## src/rtl/vt_escape_decoder.sv

```systemverilog
// Receive-side terminal stream parser: turns host bytes (printables, C0
// controls, ESC / SS3 / CSI sequences) into one decoded command per accepted
// byte or completed sequence, held in a single output register.
module vt_escape_decoder #(
  parameter int PARAM_WIDTH = 8
) (
  input  logic                   clk,
  input  logic                   reset_low,
  output logic                   character_ready,
  input  logic                   character_valid,
  input  logic [7:0]             character_byte,
  input  logic                   command_ready,
  output logic                   command_valid,
  output logic [2:0]             command_kind,
  output logic [7:0]             command_final,
  output logic [PARAM_WIDTH-1:0] command_param0,
  output logic [PARAM_WIDTH-1:0] command_param1,
  output logic [1:0]             command_count,
  output logic                   command_private
);

  localparam logic [2:0] KIND_PRINT   = 3'd0;
  localparam logic [2:0] KIND_CONTROL = 3'd1;
  localparam logic [2:0] KIND_ESC     = 3'd2;
  localparam logic [2:0] KIND_SS3     = 3'd3;
  localparam logic [2:0] KIND_CSI     = 3'd4;

  localparam logic [PARAM_WIDTH-1:0] PARAM_MAX = {PARAM_WIDTH{1'b1}};

  typedef enum logic [1:0] {IDLE, ESCAPE, SS3, CSI} state_t;

  // Decimal accumulate p*10+d in a widened word, clamped to the parameter range.
  function automatic logic [PARAM_WIDTH-1:0] sat_accum(input logic [PARAM_WIDTH-1:0] p,
                                                       input logic [3:0] d);
    logic [PARAM_WIDTH+3:0] wide;
    wide = ({4'b0000, p} << 3) + ({4'b0000, p} << 1) + {{PARAM_WIDTH{1'b0}}, d};
    if (wide > {4'b0000, PARAM_MAX}) return PARAM_MAX;
    else return wide[PARAM_WIDTH-1:0];
  endfunction

  state_t                  state, state_n;
  logic [PARAM_WIDTH-1:0]  param0, param0_n, param1, param1_n;
  logic [1:0]              idx, idx_n, cnt, cnt_n;
  logic                    priv, priv_n, malformed, malformed_n, seen, seen_n;
  logic                    accept, emit, emit_csi;
  logic [2:0]              emit_kind;
  logic                    is_esc, is_cancel, is_c0, is_del, is_high, is_digit;

  assign character_ready = !command_valid || command_ready;
  assign accept          = character_valid && character_ready;

  assign is_esc    = (character_byte == 8'h1B);
  assign is_cancel = (character_byte == 8'h18) || (character_byte == 8'h1A);
  assign is_c0     = (character_byte < 8'h20) && !is_esc;
  assign is_del    = (character_byte == 8'h7F);
  assign is_high   = character_byte[7];
  assign is_digit  = (character_byte >= 8'h30) && (character_byte <= 8'h39);

  // Parser state and partial CSI context; a reset mid-sequence discards it.
  always_ff @(posedge clk or negedge reset_low) begin
    if (!reset_low) begin
      state     <= IDLE;
      param0    <= '0;
      param1    <= '0;
      idx       <= 2'd0;
      cnt       <= 2'd0;
      priv      <= 1'b0;
      malformed <= 1'b0;
      seen      <= 1'b0;
    end else begin
      state     <= state_n;
      param0    <= param0_n;
      param1    <= param1_n;
      idx       <= idx_n;
      cnt       <= cnt_n;
      priv      <= priv_n;
      malformed <= malformed_n;
      seen      <= seen_n;
    end
  end

  // Next-state and command decode for the byte accepted this cycle.
  always_comb begin
    state_n     = state;
    param0_n    = param0;
    param1_n    = param1;
    idx_n       = idx;
    cnt_n       = cnt;
    priv_n      = priv;
    malformed_n = malformed;
    seen_n      = seen;
    emit        = 1'b0;
    emit_csi    = 1'b0;
    emit_kind   = KIND_PRINT;
    if (accept) begin
      if (state == IDLE) begin
        if (is_esc) begin
          state_n = ESCAPE;
        end else if (is_c0 || is_del) begin
          emit      = 1'b1;
          emit_kind = KIND_CONTROL;
        end else begin
          emit      = 1'b1;
          emit_kind = KIND_PRINT;
        end
      end else if (is_esc) begin
        state_n = ESCAPE;
      end else if (is_cancel) begin
        state_n = IDLE;
      end else if (is_c0) begin
        // Controls embedded in a sequence execute without disturbing it.
        emit      = 1'b1;
        emit_kind = KIND_CONTROL;
      end else if (is_del) begin
        state_n = state;
      end else if (is_high) begin
        state_n = IDLE;
      end else begin
        unique case (state)
          ESCAPE: begin
            if (character_byte == 8'h5B) begin
              state_n     = CSI;
              param0_n    = '0;
              param1_n    = '0;
              idx_n       = 2'd0;
              cnt_n       = 2'd0;
              priv_n      = 1'b0;
              malformed_n = 1'b0;
              seen_n      = 1'b0;
            end else if (character_byte == 8'h4F) begin
              state_n = SS3;
            end else begin
              emit      = 1'b1;
              emit_kind = KIND_ESC;
              state_n   = IDLE;
            end
          end
          SS3: begin
            if (character_byte >= 8'h40) begin
              emit      = 1'b1;
              emit_kind = KIND_SS3;
            end
            state_n = IDLE;
          end
          CSI: begin
            if (character_byte >= 8'h40) begin
              emit      = !malformed;
              emit_csi  = !malformed;
              emit_kind = KIND_CSI;
              state_n   = IDLE;
            end else begin
              seen_n = 1'b1;
              if (is_digit) begin
                // Third and later parameters are parsed but discarded.
                if (!idx[1]) begin
                  if (idx == 2'd0) param0_n = sat_accum(param0, character_byte[3:0]);
                  else             param1_n = sat_accum(param1, character_byte[3:0]);
                  if (cnt < idx + 2'd1) cnt_n = idx + 2'd1;
                end
              end else if (character_byte == 8'h3B) begin
                if (!idx[1]) idx_n = idx + 2'd1;
                cnt_n = 2'd2;
              end else if ((character_byte == 8'h3F) && !seen) begin
                priv_n = 1'b1;
              end else begin
                malformed_n = 1'b1;
              end
            end
          end
          default: state_n = IDLE;
        endcase
      end
    end
  end

  // Command register: loads on an emitting accept, drains on consumer handshake.
  always_ff @(posedge clk or negedge reset_low) begin
    if (!reset_low) begin
      command_valid   <= 1'b0;
      command_kind    <= 3'd0;
      command_final   <= 8'd0;
      command_param0  <= '0;
      command_param1  <= '0;
      command_count   <= 2'd0;
      command_private <= 1'b0;
    end else if (emit) begin
      command_valid   <= 1'b1;
      command_kind    <= emit_kind;
      command_final   <= character_byte;
      command_param0  <= emit_csi ? param0 : '0;
      command_param1  <= emit_csi ? param1 : '0;
      command_count   <= emit_csi ? cnt : 2'd0;
      command_private <= emit_csi ? priv : 1'b0;
    end else if (command_ready) begin
      command_valid <= 1'b0;
    end
  end

endmodule
```

## config.mk

```make
export PLATFORM = sky130hd
export DESIGN_NAME = vt_escape_decoder
export DESIGN_NICKNAME = d
export VERILOG_FILES = /design/src/rtl/vt_escape_decoder.sv
export SDC_FILE = /design/constraint.sdc
export NUM_CORES = 1
export LEC_CHECK = 0
export BUFFER_PORTS_ARGS = -buffer_cell sky130_fd_sc_hd__buf_4
export CAP_MARGIN = 30
export CORE_MARGIN = 5
export CORE_UTILIZATION = 63
export CTS_CLUSTER_SIZE = 40
export DETAILED_ROUTE_END_ITERATION = 10
export PLACE_DENSITY = 0.86
export SETUP_SLACK_MARGIN = 0.4
export SYNTH_ARGS = -nofsm -noshare
export SYNTH_HDL_FRONTEND = slang
export SYNTH_SLANG_ARGS = --single-unit
```

## constraint.sdc

```tcl
create_clock -name clk -period 6.5 [get_ports clk]
set_input_delay 0.65 -clock clk [delete_from_list [all_inputs] [get_ports clk]]
set_output_delay 0.65 -clock clk [all_outputs]
set_load 0.005 [all_outputs]
```

==> results.yml <==
yosys:
  synth-main-ff-cell: "dfrtp_1"
  ys_ff_latch: 56
  ys_types: 63
  ys_seq_area_share_pct: 37.85
  synth_top_cell_by_area: "dfrtp_1"
  syn-cell-area_mm2: 0.003702
  syn_inst: 375
  synth.area.top_cells: "dfrtp_1 38%, ha_1 11%, a21oi_1 5.4%"
  async_reset_ff_share_pct: 100.0
  syn_area_per_cell_um2: 9.873
  synth_enable_flop_cells: 0
  synth_warnings: 0
  synth_top_area_share_pct: 37.85
  syn-num-nets: 424
cts:
  root_buffer: "clkbuf_8"
  cts_tree: "built"
  clkSinkCount: 56
  post_cts_buffers: 0
  clk_pin_slew_ns: 0.09
  h-tree-depth: 2
  cts_resized: 0
  ctsHoldBuffers: 0
  cts_buffers: 5
  clockBufferDepth: 2
  clk_latency_ns: 0.31
pwr:
  p_leak_nw: 2.099
  switching_share_pct: 24.36
  peakVddDrop_uv: 141.9
  clkPwrFrac_pct: 31.5
  fin_total_pwr_w: 0.0006277
  combinationalPowerShare_pct: 10.8
  p_sw_w: 0.0001529
  p_int_w: 0.0004748
  pwr-share-seq_pct: 57.6
  p_per_area_mw_per_mm2: 150.7
finish:
  fillCellCount: 442
  multi_input_area_mm2: 0.002197
  syn_to_final_growth_pct: 12.50
  fin_nets: 463
  drive_above_1_share_pct: 17.83
  n_antenna_cell: 0
  regArea_mm2: 0.001401
  post-route-util_pct: 71.62
setup_path:
  critPathRequiredTime_ns: 6.66
  crit_path_end_kind: "flop"
  crit_type: "input pin to flop"
  worstReg2RegStart: "param1[0]$_DFFE_PN0P_"
  path_max_fanout: 10
  arrival_ns: 3.67
  startpoint: "character_byte[3]"
  cp-start-kind: "input pin"
sta:
  hold_violations: 0
  rsz0062_at_grt: "false"
  finalCritPeriodShare_pct: 54.01
  fin_setup_tns_ns: 0
  fin_crit_ns: 3.511
  skew_ns: 0.006012
  slew_violations: 0
  hold_slack_ns: 0.3799
  worst_slack_ns: 2.989
  slew_headroom_pct: 53.24
  setup_viol: 0
  tightestPinTransition_ns: 0.7014
  fmax_mhz: 284.9
grt:
  grt_pass1_wl_um: 14790
  grt_usage_pct: 24.66
  antenna_found_initial: 0
  grt_pass1_vias: 3067
  grt_overflow: 0
  grt_max_degree: 57
routing:
  drc: 0
  first_pass_iters: 5
  drt_iter0_drc: 255
  postRouteAntennaNets: 0
  vias: 3167
  post_drt_wl_per_cell_um: 17.70
  viasPerCell: 6.463
  drt_wl_total_um: 8673
place:
  place_hpwl_um: 6345
  place_congestion: 0.9401
  place_ws_ns: 2.683
  port_buffers: 43
die:
  die_h_um: 86.66
  initial_utilization_pct: 63.66
  core_mm2: 0.005816
  rows: 28
  die_w_um: 86.66
  pin_count: 44
  die_area_mm2: 0.007510
run_status:
  outcome: "complete, no violations"
min_path:
  hold_class: "input pin to asynchronous set/reset pin"
flow_run:
  maxCapViolations: 0
cell type report:
cell class	count	area share, %
clock inverters	1	0.1802
repair buffers	45	8.111
clock buffers	7	2.073
inverters	11	0.9913
flip-flops and latches	56	33.64
multi-input cells	295	52.75
well taps	75	2.253
per-stage QoR:
stage                     cell area (um2)  instances
after floorplan                      3702        375
after global placement               4071        482
after detailed placement             4071        482
after CTS                            4165        490
after global routing                 4165        490
final                                4165        490
sequential cells by signal (all words and copies together), names as in the netlist, 2 cells and up:
register / cells
cnt: 2
param1: 8
state: 2
idx: 2
command_kind: 3
command_count: 2
command_param1: 8
command_final: 8
command_param0: 8
param0: 8
cell families after synthesis:
logic type                 synth area share [%]
AOI/OAI and AO/OA                         22.04
xor gates and xnor gates                  2.602
adders and majority gates                 13.32
buffers and inverters                     2.940
DFF                                       37.85
muxes                                     4.630
and+or+nand+nor                           16.63
power by group through the flow:
stage	logic (W)	clock network (W)	registers, W
3_5_place_dp	0.0000682	0	0.000368
5_1_grt	0.0000747	0.000216	0.000363
6_report	0.0000679	0.000198	0.000362
4_1_cts	0.0000683	0.000203	0.000362
3_3_place_gp	0.0000658	0	0.000368
2_1_floorplan	0.0000320	0	0.000368
worst paths after layout:
kind | endpoint | slack [ns] | cells past startpoint
min in group clk | command_kind[2]$_DFFE_PN0P_ | 0.49 | 1
max in group asynchronous | command_param1[1]$_DFFE_PN0P_ | 5.66 | 1
setup / recovery | param1[6]$_DFFE_PN0P_ | 2.99 | 9
hold reg to reg | command_kind[2]$_DFFE_PN0P_ | 0.49 | 1
hold / removal | command_param0[7]$_DFFE_PN0P_ | 0.38 | 1
setup reg to reg | param1[6]$_DFFE_PN0P_ | 3.05 | 8
metal layers:
metal  part of all wire, %  global-route usage [%]  up-vias  wire (um)
li1                      -                       -     1474          -
met1                    41                   32.29     1543       3581
met3                   6.4                   3.707       18        553
met5                     0                       0        -          0
met2                    50                   41.86      132       4356
met4                   2.1                   8.215        0        182
worst max-delay path, stage by stage:
cell	delay (ns)
buf_4	0.16
fa_1	0.54
fa_1	0.50
a211oi_1	0.33
nor3_1	0.10
o21ai_0	0.17
mux2_2	0.36
nor4_2	0.64
o21ai_0	0.22
synth_stat cells, types with 3 or more instances:
cell type	number
xor2_1	4
or3_1	3
nand2b_1	8
a22oi_1	5
a21oi_1	40
a22o_1	20
a211oi_1	4
inv_1	11
a21o_1	7
xnor2_1	7
mux2i_1	4
clkbuf_1	5
nor3_1	6
nand3_1	7
buf_2	5
and3_1	3
fa_1	4
nor2_1	31
mux2_4	5
ha_1	33
dfrtp_1	56
nand2_1	27
mux2_2	5
nor2b_1	6
o21ai_0	24
placed cells by master, fill, tap and decap left out, drive strengths merged, types with 5 or more instances in the layout:
cell type and count:
a21o 7, a21oi 40, a22o 20, a22oi 5, buf 45, clkbuf 7
dfrtp 56, ha 33, inv 11, mux2 10, nand2 27, nand2b 8
nand3 7, nor2 31, nor2b 6, nor3 7, o21ai 24, xnor2 7
(Power assumes the default switching activity.)
